`src/rtl/stage_pkg.sv`:
```
// Shared definitions for the FFT/NTT stage front-end: operating modes, default sizes,
// and a constant-evaluable log2 helper used for port widths.
package stage_pkg;

  localparam int DEF_DATA_WIDTH = 128;
  localparam int DEF_NK         = 4;
  localparam int DEF_ORD_DEPTH  = 16;

  typedef enum logic [1:0] {
    MODE_RR      = 2'b00,
    MODE_ONE     = 2'b01,
    MODE_BYP     = 2'b10,
    MODE_BYP_ALT = 2'b11
  } mode_e;

  function automatic int clog2(input int n);
    int r;
    r = 0;
    for (int i = 0; i < 31; i++)
      if ((1 << i) < n) r = i + 1;
    return r;
  endfunction

  // Both upper encodings route the stream straight to the output register.
  function automatic logic is_bypass(input mode_e m);
    return m[1];
  endfunction

endpackage

```
`src/rtl/stage_dispatch_if.sv`:
```
// Valid/ready stream with last-of-packet marker, used for both the input (SS) and
// output (SM) sides of the stage front-end.
interface stage_dispatch_if #(
  parameter int W = 128
);
  logic         vld;
  logic         rdy;
  logic         lst;
  logic [W-1:0] dat;

  modport master (output vld, output lst, output dat, input rdy);
  modport slave  (input vld, input lst, input dat, output rdy);
endinterface

```
`src/rtl/stage_ord_fifo.sv`:
```
// Order FIFO: remembers which kernel received each in-flight beat (plus its last flag)
// so results can be collected back in input order.
module stage_ord_fifo import stage_pkg::*; #(
  parameter int pWIDTH = 3,
  parameter int pDEPTH = 16
) (
  input  logic              clk,
  input  logic              rstn,
  input  logic              push,
  input  logic [pWIDTH-1:0] wdat,
  input  logic              pop,
  output logic [pWIDTH-1:0] rdat,
  output logic              full,
  output logic              empty
);
  localparam int AW = clog2(pDEPTH);

  logic [pWIDTH-1:0] mem [pDEPTH];
  logic [AW-1:0]     wptr, rptr;
  logic [AW:0]       count;
  logic              do_push, do_pop;

  assign full  = (count == (AW+1)'(pDEPTH));
  assign empty = (count == '0);
  // A full FIFO refuses the push even when a pop frees a slot in the same cycle.
  assign do_push = push & ~full;
  assign do_pop  = pop & ~empty;
  assign rdat    = mem[rptr];

  // NOTE: sequential state uses non-blocking assignments so every register samples pre-edge values.
  always_ff @(posedge clk or negedge rstn) begin
    if (!rstn) begin
      wptr  <= '0;
      rptr  <= '0;
      count <= '0;
    end else begin
      if (do_push) wptr <= wptr + 1'b1;
      if (do_pop)  rptr <= rptr + 1'b1;
      if (do_push != do_pop) count <= do_push ? count + 1'b1 : count - 1'b1;
    end
  end

  // NOTE: storage is not reset; the pointers alone define which entries are valid.
  always_ff @(posedge clk) begin
    if (do_push) mem[wptr] <= wdat;
  end

endmodule

```
`src/rtl/stage_dispatch.sv`:
```
// Stage front-end: spreads the input stream over NK butterfly kernels and reassembles
// their results in input order, or passes the stream straight through in bypass mode.
module stage_dispatch import stage_pkg::*; #(
  parameter int pDATA_WIDTH = DEF_DATA_WIDTH,
  parameter int pNK         = DEF_NK,
  parameter int pORD_DEPTH  = DEF_ORD_DEPTH
) (
  input  logic                       clk,
  input  logic                       rstn,
  input  logic [1:0]                 mode,
  input  logic [clog2(pNK)-1:0]      ksel,
  stage_dispatch_if.slave            ss,
  stage_dispatch_if.master           sm,
  output logic [pNK-1:0]             k_ld_vld,
  input  logic [pNK-1:0]             k_ld_rdy,
  output logic [pNK*pDATA_WIDTH-1:0] k_ld_dat,
  input  logic [pNK-1:0]             k_sw_vld,
  output logic [pNK-1:0]             k_sw_rdy,
  input  logic [pNK*pDATA_WIDTH-1:0] k_sw_d,
  output logic                       busy
);
  localparam int KW = clog2(pNK);
  localparam int OW = KW + 1;

  mode_e                  cur_mode, eff_mode;
  logic [KW-1:0]          cur_ksel, eff_ksel, rr_ptr, tgt, head_k;
  logic                   pkt_act, idle, latch_ok, byp, out_ld, ss_rdy;
  logic                   ss_fire, ld_fire, byp_fire, sw_fire, head_lst;
  logic [OW-1:0]          ord_wdat, ord_rdat;
  logic                   ord_full, ord_empty;
  logic                   sm_vld_q, sm_lst_q;
  logic [pDATA_WIDTH-1:0] sm_dat_q;

  // Only a fully drained stage may take a new mode; the first beat of a packet
  // already sees the freshly latched mode and starts round-robin at kernel 0.
  assign idle     = ~pkt_act & ord_empty & ~sm_vld_q;
  assign latch_ok = pkt_act | idle;
  assign eff_mode = idle ? mode_e'(mode) : cur_mode;
  assign eff_ksel = idle ? ksel : cur_ksel;
  assign byp      = is_bypass(eff_mode);
  assign tgt      = (eff_mode == MODE_ONE) ? eff_ksel : (idle ? '0 : rr_ptr);
  assign out_ld   = ~sm_vld_q | sm.rdy;

  assign ord_wdat           = {tgt, ss.lst};
  assign {head_k, head_lst} = ord_rdat;

  // NOTE: every combinational output gets a default first so no path infers a latch.
  always_comb begin
    ss_rdy   = 1'b0;
    k_ld_vld = '0;
    k_ld_dat = '0;
    k_sw_rdy = '0;
    if (byp) begin
      ss_rdy = out_ld & latch_ok;
    end else begin
      ss_rdy                                     = k_ld_rdy[tgt] & ~ord_full & latch_ok;
      k_ld_vld[tgt]                              = ss.vld & ~ord_full & latch_ok;
      k_ld_dat[tgt*pDATA_WIDTH +: pDATA_WIDTH]   = ss.dat;
      k_sw_rdy[head_k]                           = ~ord_empty & out_ld;
    end
  end

  assign ss.rdy   = ss_rdy;
  assign ss_fire  = ss.vld & ss_rdy;
  assign ld_fire  = ss_fire & ~byp;
  assign byp_fire = ss_fire & byp;
  assign sw_fire  = k_sw_vld[head_k] & k_sw_rdy[head_k];

  stage_ord_fifo #(
    .pWIDTH (OW),
    .pDEPTH (pORD_DEPTH)
  ) u_ord_fifo (
    .clk   (clk),
    .rstn  (rstn),
    .push  (ld_fire),
    .wdat  (ord_wdat),
    .pop   (sw_fire),
    .rdat  (ord_rdat),
    .full  (ord_full),
    .empty (ord_empty)
  );

  always_ff @(posedge clk or negedge rstn) begin
    if (!rstn) begin
      cur_mode <= MODE_RR;
      cur_ksel <= '0;
      rr_ptr   <= '0;
      pkt_act  <= 1'b0;
      sm_vld_q <= 1'b0;
      sm_lst_q <= 1'b0;
      sm_dat_q <= '0;
    end else begin
      if (idle) begin
        cur_mode <= eff_mode;
        cur_ksel <= eff_ksel;
      end
      if (ld_fire && eff_mode == MODE_RR) rr_ptr <= tgt + 1'b1;
      else if (idle)                      rr_ptr <= '0;
      if (ss_fire) pkt_act <= ~ss.lst;

      // Output register: a new load wins; otherwise hold until the consumer takes it.
      if (sw_fire) begin
        sm_vld_q <= 1'b1;
        sm_dat_q <= k_sw_d[head_k*pDATA_WIDTH +: pDATA_WIDTH];
        sm_lst_q <= head_lst;
      end else if (byp_fire) begin
        sm_vld_q <= 1'b1;
        sm_dat_q <= ss.dat;
        sm_lst_q <= ss.lst;
      end else if (sm.rdy) begin
        sm_vld_q <= 1'b0;
      end
    end
  end

  assign sm.vld = sm_vld_q;
  assign sm.lst = sm_lst_q;
  assign sm.dat = sm_dat_q;
  assign busy   = pkt_act | ~ord_empty | sm_vld_q;

endmodule

```
`src/flat_wrapper.sv`:
```
// flat-port wrapper written by rule: the top's interface ports become plain ports
module stage_dispatch_flat import stage_pkg::*;
#(
  parameter int pDATA_WIDTH = DEF_DATA_WIDTH,
  parameter int pNK         = DEF_NK,
  parameter int pORD_DEPTH  = DEF_ORD_DEPTH
)
  (clk, rstn, mode, ksel, k_ld_vld, k_ld_rdy, k_ld_dat, k_sw_vld, k_sw_rdy, k_sw_d, busy, ss_vld, ss_lst, ss_dat, ss_rdy, sm_vld, sm_lst, sm_dat, sm_rdy);
  stage_dispatch_if #(.W((128))) ss_i ();
  stage_dispatch_if #(.W((128))) sm_i ();
  input  logic clk;
  input  logic rstn;
  input  logic [1:0] mode;
  input  logic [clog2(pNK)-1:0] ksel;
  output logic [pNK-1:0] k_ld_vld;
  input  logic [pNK-1:0] k_ld_rdy;
  output logic [pNK*pDATA_WIDTH-1:0] k_ld_dat;
  input  logic [pNK-1:0] k_sw_vld;
  output logic [pNK-1:0] k_sw_rdy;
  input  logic [pNK*pDATA_WIDTH-1:0] k_sw_d;
  output logic busy;
  input wire logic [$bits(ss_i.vld)-1:0] ss_vld;
  input wire logic [$bits(ss_i.lst)-1:0] ss_lst;
  input wire logic [$bits(ss_i.dat)-1:0] ss_dat;
  output wire logic [$bits(ss_i.rdy)-1:0] ss_rdy;
  output wire logic [$bits(sm_i.vld)-1:0] sm_vld;
  output wire logic [$bits(sm_i.lst)-1:0] sm_lst;
  output wire logic [$bits(sm_i.dat)-1:0] sm_dat;
  input wire logic [$bits(sm_i.rdy)-1:0] sm_rdy;
  assign ss_i.vld = ss_vld;
  assign ss_i.lst = ss_lst;
  assign ss_i.dat = ss_dat;
  assign ss_rdy = ss_i.rdy;
  assign sm_vld = sm_i.vld;
  assign sm_lst = sm_i.lst;
  assign sm_dat = sm_i.dat;
  assign sm_i.rdy = sm_rdy;
  stage_dispatch #(.pDATA_WIDTH(pDATA_WIDTH), .pNK(pNK), .pORD_DEPTH(pORD_DEPTH)) u_core (.clk(clk), .rstn(rstn), .mode(mode), .ksel(ksel), .ss(ss_i), .sm(sm_i), .k_ld_vld(k_ld_vld), .k_ld_rdy(k_ld_rdy), .k_ld_dat(k_ld_dat), .k_sw_vld(k_sw_vld), .k_sw_rdy(k_sw_rdy), .k_sw_d(k_sw_d), .busy(busy));
endmodule
```
`config.mk`:
```
export PLATFORM = sky130hd
export DESIGN_NAME = stage_dispatch_flat
export DESIGN_NICKNAME = d
export VERILOG_FILES = /design/src/rtl/stage_pkg.sv /design/src/rtl/stage_dispatch_if.sv /design/src/rtl/stage_ord_fifo.sv /design/src/rtl/stage_dispatch.sv /design/src/flat_wrapper.sv
export SDC_FILE = /design/constraint.sdc
export NUM_CORES = 1
export LEC_CHECK = 0
export ABC_AREA = 1
export CAP_MARGIN = 30
export CORE_AREA = 2 2 503 505
export CTS_BUF_LIST = sky130_fd_sc_hd__clkbuf_8
export CTS_CLUSTER_SIZE = 8
export DETAILED_ROUTE_END_ITERATION = 7
export DIE_AREA = 0 0 505 507
export GPL_TIMING_DRIVEN = 0
export SETUP_SLACK_MARGIN = 0.15
export SLEW_MARGIN = 20
export SYNTH_ARGS = -nofsm -noshare
export SYNTH_HDL_FRONTEND = slang
export SYNTH_SLANG_ARGS = --single-unit
```
`constraint.sdc`:
```
create_clock -name clk -period 3.1 [get_ports clk]
set_clock_uncertainty 0.05 [all_clocks]
set_input_delay 0.465 -clock clk [delete_from_list [all_inputs] [get_ports clk]]
set_output_delay 0.465 -clock clk [all_outputs]
set_load 0.005 [all_outputs]
```
Word-level counts from Yosys, hierarchy flattened
Memory sizes are Yosys's and may differ from the RTL's.
Cells that the tools add are included.
- register bits after elaboration: 150
- bits in latches: 0
- RAM bits: 48
- memory bits (read-only): 0
- input port bits: 657
- output and inout bits: 652
- word-level logic and storage cells: 90
- memories: 1
- add/subtract/negate cells: 6
- multiply operators: 0
- div/mod/pow operators: 0
- magnitude comparators: 4
- equality and inequality tests: 3
- shift-type cells: 3
- multiplexer cells: 29
- bitwise operators: 27
- reductions and logical operators: 7
- memories (memory ; words ; bits a word ; read ports ; clocked after Yosys merged registers in ; wr ports ; RTL line ; RTL):
    u_core.u_ord_fifo.mem ; 16 ; 3 ; 1 ; 0 ; 1 ; stage_ord_fifo.sv:18 ; logic [pWIDTH-1:0] mem [pDEPTH];
- operators by type and width (operator ; number):
    $and A512 B512 Y512 ; 1
    $mux W512 ; 1
    $shift A128 B34 Y512 const A ; 1
    $shiftx A128 B34 Y512 ; 1
    $shiftx A512 B10 Y128 ; 1
    $mux W128 ; 2
    $neg A9 Y34 ; 1
    $and A1 B1 Y1 ; 14
    $mux W1 ; 13
    $mux W2 ; 5
    $add A4 B1 Y4 const B ; 2
    $and A4 B4 Y4 ; 2
    $mux W4 ; 2
    $bmux W1 S2 ; 3
    $lt A2 B3 Y1 const B ; 2
    $not A1 Y1 ; 6
    $add A5 B1 Y5 const B ; 1
    $eq A5 B5 Y1 const B ; 1
    $logic_not A5 Y1 ; 1
    $mux W5 ; 1
    $sub A5 B1 Y5 const B ; 1
    $demux W1 S2 ; 2
    $ge A2 B1 Y1 const B ; 2
    $or A1 B1 Y1 ; 4
    other kinds (7) ; 9

Longest topological paths before layout
Gate-level depths: netlist (run 1).
- word-level depth: 16
- mapped depth: 21
- mapped depth without buffers: 21

Cells and area by module
A second synthesis (run 1) with hierarchy kept.
- cells, all modules: 2149
- area, all modules: 15905.3 um^2
- modules (own cells, without submodules) (module ; instances ; cells each ; area an instance (um^2)):
    stage_dispatch ; 1 ; 1895 ; 13091.3
    stage_ord_fifo ; 1 ; 254 ; 2813.9

Worst setup path before layout (run 1)
No wires, ideal clock.
- path kind: register to output
- start point: reg u_core.u_ord_fifo.count[1]
- end point: out k_ld_dat[236]
- data arrival time: 2717 ps
- data required time: 2585 ps
- setup slack: -132 ps
- cell stages (with the launch flop): 16
- buffers on the path: 2
- path through: dfrtp_1 -> nor2_2 -> nand2_2 -> nor2_4 -> nand3_1 -> nand2_2 -> nand2_2 -> nand3_1 -> nand2_1 -> ha_1 -> inv_1 -> nor2_1 -> clkbuf_1 -> clkbuf_1 -> nand2_1 -> nor2_1
- longest elaborated chain between the ends: 10
- elaborated cells on any way between the ends: 13
- classes of those cells: add/sub: 1; eq/ne: 1; shift: 2; mux: 5; bitwise: 3; reduce/logical: 1
- RTL lines (item ; RTL line ; RTL):
    start, declared ; stage_ord_fifo.sv:20 ; logic [AW:0] count;
    start signal, assigned ; stage_ord_fifo.sv:39 ; if (do_push != do_pop) count <= do_push ? count + 1'b1 : count - 1'b1;
    $logic_not A5 Y1 * ; stage_ord_fifo.sv:24 ; assign empty = (count == '0);
    $and A1 B1 Y1 * (2 in series) ; stage_dispatch.sv:36 ; assign idle = ~pkt_act & ord_empty & ~sm_vld_q;
    $mux W2 ; stage_dispatch.sv:38 ; assign eff_mode = idle ? mode_e'(mode) : cur_mode;
    $eq A2 B1 Y1 ; stage_dispatch.sv:41 ; assign tgt = (eff_mode == MODE_ONE) ? eff_ksel : (idle ? '0 : rr_ptr);
    $mux W2 * ; stage_dispatch.sv:41 ;
    net u_core.tgt[1] ; stage_dispatch.sv:26 ; logic [KW-1:0] cur_ksel, eff_ksel, rr_ptr, tgt, head_k;
    $neg A9 Y34 * ; stage_dispatch.sv:58 ; k_ld_dat[tgt*pDATA_WIDTH +: pDATA_WIDTH] = ss.dat;
    $shiftx A128 B34 Y512 / $shift A128 B34 Y512 (equally long branches) ; stage_dispatch.sv:58 ;
    $and A512 B512 Y512 (no line) * ; - ;
    $mux W512 * ; stage_dispatch.sv:53 ; if (byp) begin
    end, declared ; flat_wrapper.sv:17 ; output logic [pNK*pDATA_WIDTH-1:0] k_ld_dat;
The timed path passes the listed nets; every way through them passes the cells marked *.

Worst setup path after layout (run 1)
- start point: reg u_core.u_ord_fifo.count[0]
- end point: out k_ld_dat[201]
- longest elaborated chain between the ends: 10
- elaborated cells on any way between the ends: 13
- classes of those cells: add/sub: 1; eq/ne: 1; shift: 2; mux: 5; bitwise: 3; reduce/logical: 1
- RTL lines (item ; RTL line):
    $logic_not A5 Y1 * ; stage_ord_fifo.sv:24
    $and A1 B1 Y1 * (2 in series) ; stage_dispatch.sv:36
    $mux W2 ; stage_dispatch.sv:38
    $eq A2 B1 Y1 ; stage_dispatch.sv:41
    $mux W2 ; stage_dispatch.sv:41
    $neg A9 Y34 ; stage_dispatch.sv:58
    $shiftx A128 B34 Y512 / $shift A128 B34 Y512 (equally long branches) ; stage_dispatch.sv:58
    $and A512 B512 Y512 (no line) ; -
    $mux W512 * ; stage_dispatch.sv:53
Every way passes the cells marked *; elsewhere a longest branch is shown, timed or not.

==> results of run 1 <==
placed cells by master (no fill, tap or decap), types with 33 or more instances in the layout:
master / n
clkbuf_2: 65
diode_2: 68
inv_1: 155
o21ai_0: 356
nor2_2: 33
buf_2: 130
edfxtp_1: 48
buf_6: 55
nand3_1: 50
nor3_1: 98
o22ai_1: 122
clkbuf_16: 40
dlygate4sd2_1: 111
nand2_1: 574
nor4_2: 36
buf_4: 126
clkbuf_1: 67
nor4_1: 44
buf_12: 46
nor2_1: 518
clkbuf_8: 35
clkdlybuf4s50_1: 980
nor4_4: 48
nand2_2: 61
dfrtp_1: 147
state kept, by name, indices dropped and copies added, names as in the netlist, 2 cells and up:
signal,flops
u_core.u_ord_fifo.count,5
u_core.u_ord_fifo.rptr,4
u_core.cur_mode,2
u_core.u_ord_fifo.mem,48
u_core.rr_ptr,2
u_core.cur_ksel,2
u_core.sm.dat,128
u_core.u_ord_fifo.wptr,4
what timing repair did:
item / in CTS / in global routing
hold buffers: 1 / 0
endpoints found under the setup margin: 709 / 715
endpoints found under the hold margin: 150 / 0
pin swaps: 111 / 50
resized for setup: 1440 / 425
cloned: 22 / 8
buffers inserted: 117 / 29
logic make-up after synthesis:
family / synth area share [%]
flops: 31.3
buf+inv: 10.4
compound gates: 17.1
xor+xnor: 0.422
fa+ha+maj: 1.10
simple gates: 39.6
area by class of cell:
cell class                 count  area (sq um)  share of cell area, %
timing repair buffer        1511         15100                   37.5
multi-input combinational   2129         12000                   29.8
sequential                   198          5200                   12.9
tap                         3348          4190                   10.4
buffer                       255          2500                   6.19
inverter                     166           683                   1.69
clock buffer                  17           234                  0.580
clock inverter                15           229                  0.567
antenna                       68           170                  0.422
timing repair inverter         1          8.76                 0.0217
layer usage:
metal	GRT usage (%)	vias up
met5	0	-
met4	8.88	66
met3	7.83	435
met2	32.3	1829
met1	21.7	13507
li1	-	12275
synth_stat cells:
master,instances
nand4_1,2
nand2_4,1
buf_1,17
buf_2,35
o22ai_1,135
a31oi_1,1
o221ai_1,3
nand4_4,1
nand3_2,1
nor3_2,1
nor3_1,130
nor2_4,2
o21ai_1,3
inv_1,158
a211oi_1,2
dfrtp_1,150
o211ai_1,3
o21ai_0,374
nor2_2,2
buf_6,12
inv_2,7
clkinv_1,1
fa_1,1
edfxtp_1,48
clkbuf_1,191
nand2_1,673
buf_4,2
a21oi_1,5
ha_1,13
a21boi_0,1
nor4_1,128
a21o_1,1
nor2_1,567
nand4_2,2
nand2_2,7
nand3_1,61
xor2_1,8
power breakdown:
part	switching [mW]	internal (mW)
logic	30.1	15.8
registers	0.618	3.78
clock network	1.63	0.684
final timing paths:
check                                     end  slack (ns)  depth (start not counted)
setup / recovery                k_ld_dat[201]       -1.37                         14
hold / removal             u_core.sm.dat[115]        0.18                          2
setup reg to reg            u_core.sm.dat[55]       -1.18                         22
hold reg to reg             u_core.sm.dat[93]        0.44                          2
max in group asynchronous   u_core.sm.dat[28]        1.90                          3
min in group clk                u_core.sm.vld        0.31                          2
==> metrics.sh, run 1 <==
CTS_TREE='done'
POWER_DENSITY_mW_PER_MM2=1300
FIN_CRIT_SH_PCT=144
CTS-BUFFERS-INSERTED=17
DETAILROUTE.VIA_COUNT=28112
CLOCK_INSERTION_DELAY_WORST_SKEW_NS=0.69
CRITICAL_PATH.TOP_DELAY_FAMILY='buffers and inverters'
SYNTH_TOP_AREA_CELL='dfrtp_1'
ROUTED-WL-MET2_UM=121000
GRT_ANTENNA_BEFORE_REPAIR=131
OUTCOME='complete, but fails checks'
GRT.OVERFLOW.TOTAL=0
WL_MET3_UM=27000
YS_TOP_CELLS_BY_AREA='dfrtp_1 23%, nand2_1 15%, nor2_1 13%'
GLOBAL_ROUTE_WIRE_LENGTH_BEFORE_REPAIR_UM=316000
GLOBALROUTETOTALUTIL_PCT=19.4
SYN_AREA_PER_CELL_SQ_UM=6.04
POST_DP_CELL_AREA_SQ_MM=0.0346
MET1_ROUTED_WIRELENGTH_AFTER_DETAILED_ROUTING_UM=98500
MAXIMUM_CLOCK_FREQUENCY_MHz=224
SYNTH_AREA_SQ_MM=0.0166
PLACEMENT.SETUP.WORST_SLACK_NS=-3.05
MIN-DELAY-PATH-CLASS='input pin to asynchronous set/reset pin'
GRT_START_MAX_NET_PINS=66
SYNTH.YOSYS.SEQ_AREA_SHARE_PCT=31.3
CRITPATHREQUIREDTIME_NS=2.58
SYNTHCELLS=2749
SLEW_HEADROOM_PCT=16.8
LAYOUT-DRIVE-GT1-SHARE_PCT=22.0
FINALMAXSLEWVIOLATIONS=0
CRIT_PATH_START='u_core.u_ord_fifo.count[0]'
REG2REG_FROM='u_core.u_ord_fifo.rptr[1]'
LENGTH_OF_THE_FIRST_DETAILED_ROUTING_PASS_IN_ITERATIONS=6
CRITPATHKIND='flop to primary output'
TOTALWIRELENGTH_UM=261000
DIE_H_UM=507
CLK_PIN_SLEW_WORST_PATHS_NS=0.20
MAPPEDNETLISTNETS=3420
DR.MAX_LAYER_USED='met5'
LAYOUT.FILLER_CELLS=28855
NUM_IO_PINS=1309
FINAL_NETS=4950
CP_CELL_SEQUENCE='nor2_4 > nand2_2 > nor2_4 > nand3_2 > nand2_4 > nand2_8 > o21ai_4 > ha_2 > nand3_4 > clkbuf_8 > buf_12 > clkbuf_8 > nor2_4 > clkdlybuf4s50_1'
COREAREA_SQ_MM=0.250
RSZ0062_AT_GRT='yes'
TOTAL_DIE_AREA_SQ_MM=0.256
NUM_ROWS=184
AREA.GROWTH.SYNTH_TO_FINAL_PCT=143
FINAL_CELL_AREA_SQ_MM=0.0404
VIA_COUNT_OF_THE_FIRST_GLOBAL_ROUTING_PASS=27111
LARGEST_BUFFER_COUNT_ON_ANY_CLOCK_PATH=2
SORT_OF_ELEMENT_AT_THE_START_OF_THE_CRITICAL_PATH='flop'
HOLD_WS_NS=0.180
YS_SEQ_ELEMENTS=198
SYNTH.DISTINCT_CELLS=37
DIE-WIDTH_UM=505
VIOLATIONS='setup timing'
FINALHOLDVIOLATIONS=0
POSTLAYOUTSETUPSLACKWORST_NS=-1.37
HTREE_NUM_LEVELS=4
NETLIST.AREA_LEADER.SHARE_PCT=22.6
LEAKAGE_POWER_nW=16.0
WORST-PATH-MAX-FANOUT=10
FIN_SETUP_TNS_NS=-705.41
DPL.HPWL_UM=221000
TIMING.CRITICAL_PATH.MODE_CELL='nor2_4'
DRTANTENNAVIOLNETS=0
DRT-INITIAL-DRC-COUNT=2373
INITIAL_UTILIZATION_PCT=6.63
FINAL_ESTIMATED_ROUTING_CONGESTION_IN_GLOBAL_PLACEMENT=1.02
POST-LAYOUT-TOTAL-POWER_mW=52.6
ROUTED_VIA_DENSITY=3.65
REMAINING_DRC_ERRORS=0
TIMING.CRITICAL_PATH.SLOWEST_STAGE_CELL='clkdlybuf4s50_1'
AVGROUTEDWIREPERCELL_UM=33.9
YOSYSWARNINGCOUNT=0
WORSTPATHARRIVAL_NS=3.95
FIN_CRIT_NS=4.47
DP_CELLS=7433
MAX_SLEW.WORST_PIN.SLEW_NS=1.24
CLOCKROOTBUFFER='clkbuf_8'
CRITICAL_PATH_BUF_INV_COUNT=4
MAX_CAP_VIOLATIONS=0
POSTLAYOUTCOREUTIL_PCT=16.1
CLKSINKCOUNT=198
FINAL-SETUP-VIOL-COUNT=709
PLACE.PORT_BUFFERS=1308
IR_WORST_VDD_uV=952
MAX_STAGE_DELAY_NS=0.51
CP-END-KIND='primary output'
FINISH.CELL_COUNT_WITHOUT_FILLERS=7708
(Power assumes the default switching activity.)
==> run 2: changes to the inputs <==
SLEW_MARGIN = unset   (was 20)
==> metrics.sh, run 2 (same netlist as run 1, synthesis figures left out) <==
OUTCOME='complete, but fails checks'
VIOLATIONS='setup timing'
FINAL-SETUP-VIOL-COUNT=708
LEAKAGE_POWER_nW=16.0
HOLD_WS_NS=0.292
GRT_ANTENNA_BEFORE_REPAIR=147
R2R_CELLS=20
FIN_SETUP_TNS_NS=-661.86
DIE_H_UM=507
COREAREA_SQ_MM=0.250
LARGEST_REGISTER_FFS=128
GLOBAL_ROUTE_WIRE_LENGTH_BEFORE_REPAIR_UM=311000
LAYOUT.FILLER_CELLS=28916
TOTAL_DIE_AREA_SQ_MM=0.256
FINAL_NETS=4920
MIN-DELAY-PATH-CLASS='input pin to asynchronous set/reset pin'
WORSTPATHARRIVAL_NS=3.89
LENGTH_OF_THE_FIRST_DETAILED_ROUTING_PASS_IN_ITERATIONS=6
AREA.GROWTH.SYNTH_TO_FINAL_PCT=136
IR_WORST_VDD_uV=702
POSTLAYOUTSETUPSLACKWORST_NS=-1.31
PLACEMENT.SETUP.WORST_SLACK_NS=-2.73
CTS_TREE='done'
POWER_DENSITY_mW_PER_MM2=1280
MAX_SLEW.WORST_PIN.SLEW_NS=1.02
CRIT_END='k_ld_dat[448]'
DRTANTENNAVIOLNETS=0
DETAILROUTE.VIA_COUNT=28057
MAX_CAP_VIOLATIONS=0
WORST-PATH-MAX-FANOUT=12
AVGROUTEDWIREPERCELL_UM=33.5
CRITICAL_PATH_DEPTH=16
POSTLAYOUTCOREUTIL_PCT=15.6
CRITICAL_PATH.TOP_DELAY_FAMILY='simple AND/OR/NAND/NOR gates'
REG2REG_FROM='u_core.u_ord_fifo.count[0]'
CRITPATHREQUIREDTIME_NS=2.58
FIN_CRIT_NS=4.41
DRT-INITIAL-DRC-COUNT=2386
FINALHOLDVIOLATIONS=0
CRITPATHKIND='flop to primary output'
MAX_STAGE_DELAY_NS=0.46
CTS-BUFFERS-INSERTED=17
CLKSINKCOUNT=198
REGTOREGENDPOINT='u_core.sm.dat[48]'
CLOCK_INSERTION_DELAY_WORST_SKEW_NS=0.68
LAYOUT-DRIVE-GT1-SHARE_PCT=20.3
AREA.SEQUENTIAL_SQ_MM=0.00520
RSZ0062_AT_GRT='yes'
FINISH.CELL_COUNT_WITHOUT_FILLERS=7671
CRITICAL_PATH_BUF_INV_COUNT=6
CRIT_PATH_START='u_core.u_ord_fifo.count[0]'
REGTOREGSETUPSLACK_NS=-1.17
CP-END-KIND='primary output'
POST_DP_CELL_AREA_SQ_MM=0.0348
LAYOUT.CELLS.MOST_COMMON='clkdlybuf4s50_1'
PLACE.PORT_BUFFERS=1308
ROUTED_VIA_DENSITY=3.66
CP_CELL_SEQUENCE='nor2_4 > nand2_2 > nor2_4 > nand3_2 > nand2_4 > buf_4 > nand3_4 > nand2_8 > ha_4 > inv_4 > nand3_2 > buf_8 > buf_16 > clkbuf_16 > nor4_4 > buf_2'
MULTI_INPUT_AREA_SQ_MM=0.0117
GRT_START_MAX_NET_PINS=77
REMAINING_DRC_ERRORS=0
VIA_COUNT_OF_THE_FIRST_GLOBAL_ROUTING_PASS=26778
GLOBALROUTETOTALUTIL_PCT=19.1
MAXIMUM_CLOCK_FREQUENCY_MHz=227
INITIAL_UTILIZATION_PCT=6.63
FINALMAXSLEWVIOLATIONS=0
SLEW_HEADROOM_PCT=31.9
DP_CELLS=7450
NUM_IO_PINS=1309
LARGEST_BUFFER_COUNT_ON_ANY_CLOCK_PATH=2
TIMING.CRITICAL_PATH.SLOWEST_STAGE_CELL='dfrtp_2'
FINAL_CELL_AREA_SQ_MM=0.0392
FIN_CRIT_SH_PCT=142
TOTALWIRELENGTH_UM=257000
NUM_ROWS=184
CLOCKROOTBUFFER='clkbuf_8'
HTREE_NUM_LEVELS=4
FINAL_ESTIMATED_ROUTING_CONGESTION_IN_GLOBAL_PLACEMENT=1.02
DPL.HPWL_UM=221000
POST-LAYOUT-TOTAL-POWER_mW=50.2
GRT.OVERFLOW.TOTAL=0
CLK_PIN_SLEW_WORST_PATHS_NS=0.20
SORT_OF_ELEMENT_AT_THE_START_OF_THE_CRITICAL_PATH='flop'
MOSTFREQUENTLAYOUTCELLS='891 x clkdlybuf4s50_1, 614 x nand2_1, 529 x nor2_1'
DIE-WIDTH_UM=505
-- run 2: cell type report --
cell class              instances  share of cell area, %
repair inverters                1                 0.0223
diodes                         61                  0.389
well taps                    3348                   10.7
multi-input cells            2129                   29.9
clock inverters                15                  0.584
clock buffers                  17                  0.597
flip-flops and latches        198                   13.3
repair buffers               1480                   36.9
inverters                     166                   1.72
plain buffers                 256                   5.95
-- run 2: routing by layer --
layer  wire length [um]  global-route usage, %  vias to the layer above
met2             120000                   31.7                     1828
met3              26800                   7.58                      436
met1              96900                   21.6                    13493
met4              12700                   8.50                       78
met5                504                      0                        -
li1                   -                      -                    12222
-- run 2: worst reg2reg max path: stages, from the launching register on --
cell,delay (ns)
dfrtp_2,0.46
nor2_4,0.17
nand2_2,0.08
nor2_4,0.16
nand3_2,0.12
nand2_4,0.13
buf_4,0.13
buf_6,0.09
inv_2,0.06
nor3_4,0.38
buf_8,0.22
buf_4,0.17
nand3_1,0.12
nand2_4,0.15
buf_2,0.21
buf_12,0.18
buf_12,0.16
clkbuf_1,0.59
o21ai_0,0.35
nand2_1,0.15
nand2_1,0.06
-- run 2: worst min-delay path by stage --
stage / start / endpoint / slack, ns
finish: rstn / u_core.sm.dat[115] / 0.29
global route: sm_rdy / u_core.sm.vld / 0.24
CTS: sm_rdy / u_core.sm.vld / 0.19
detailed placement: u_core.sm.dat[24] / u_core.sm.dat[24] / 0.41
global placement: u_core.sm.dat[24] / u_core.sm.dat[24] / 0.41
floorplan: rstn / u_core.cur_ksel[0] / 0.12
-- run 2: where the power goes --
group | leakage, nW | switching (mW) | internal [mW]
clock network | 0.229 | 1.63 | 0.680
logic | 13.5 | 29.0 | 14.4
registers | 2.30 | 0.624 | 3.78
-- run 2: repair_timing --
| action | 4_1_cts | 5_1_grt |
|---|---|---|
| pin swaps | 88 | 39 |
| buffers inserted | 93 | 18 |
| endpoints found under the hold margin | 75 | 0 |
| gates resized for setup | 1385 | 481 |
| setup endpoints to repair | 709 | 711 |
| hold buffers | 1 | 0 |
| cloned | 13 | 3 |
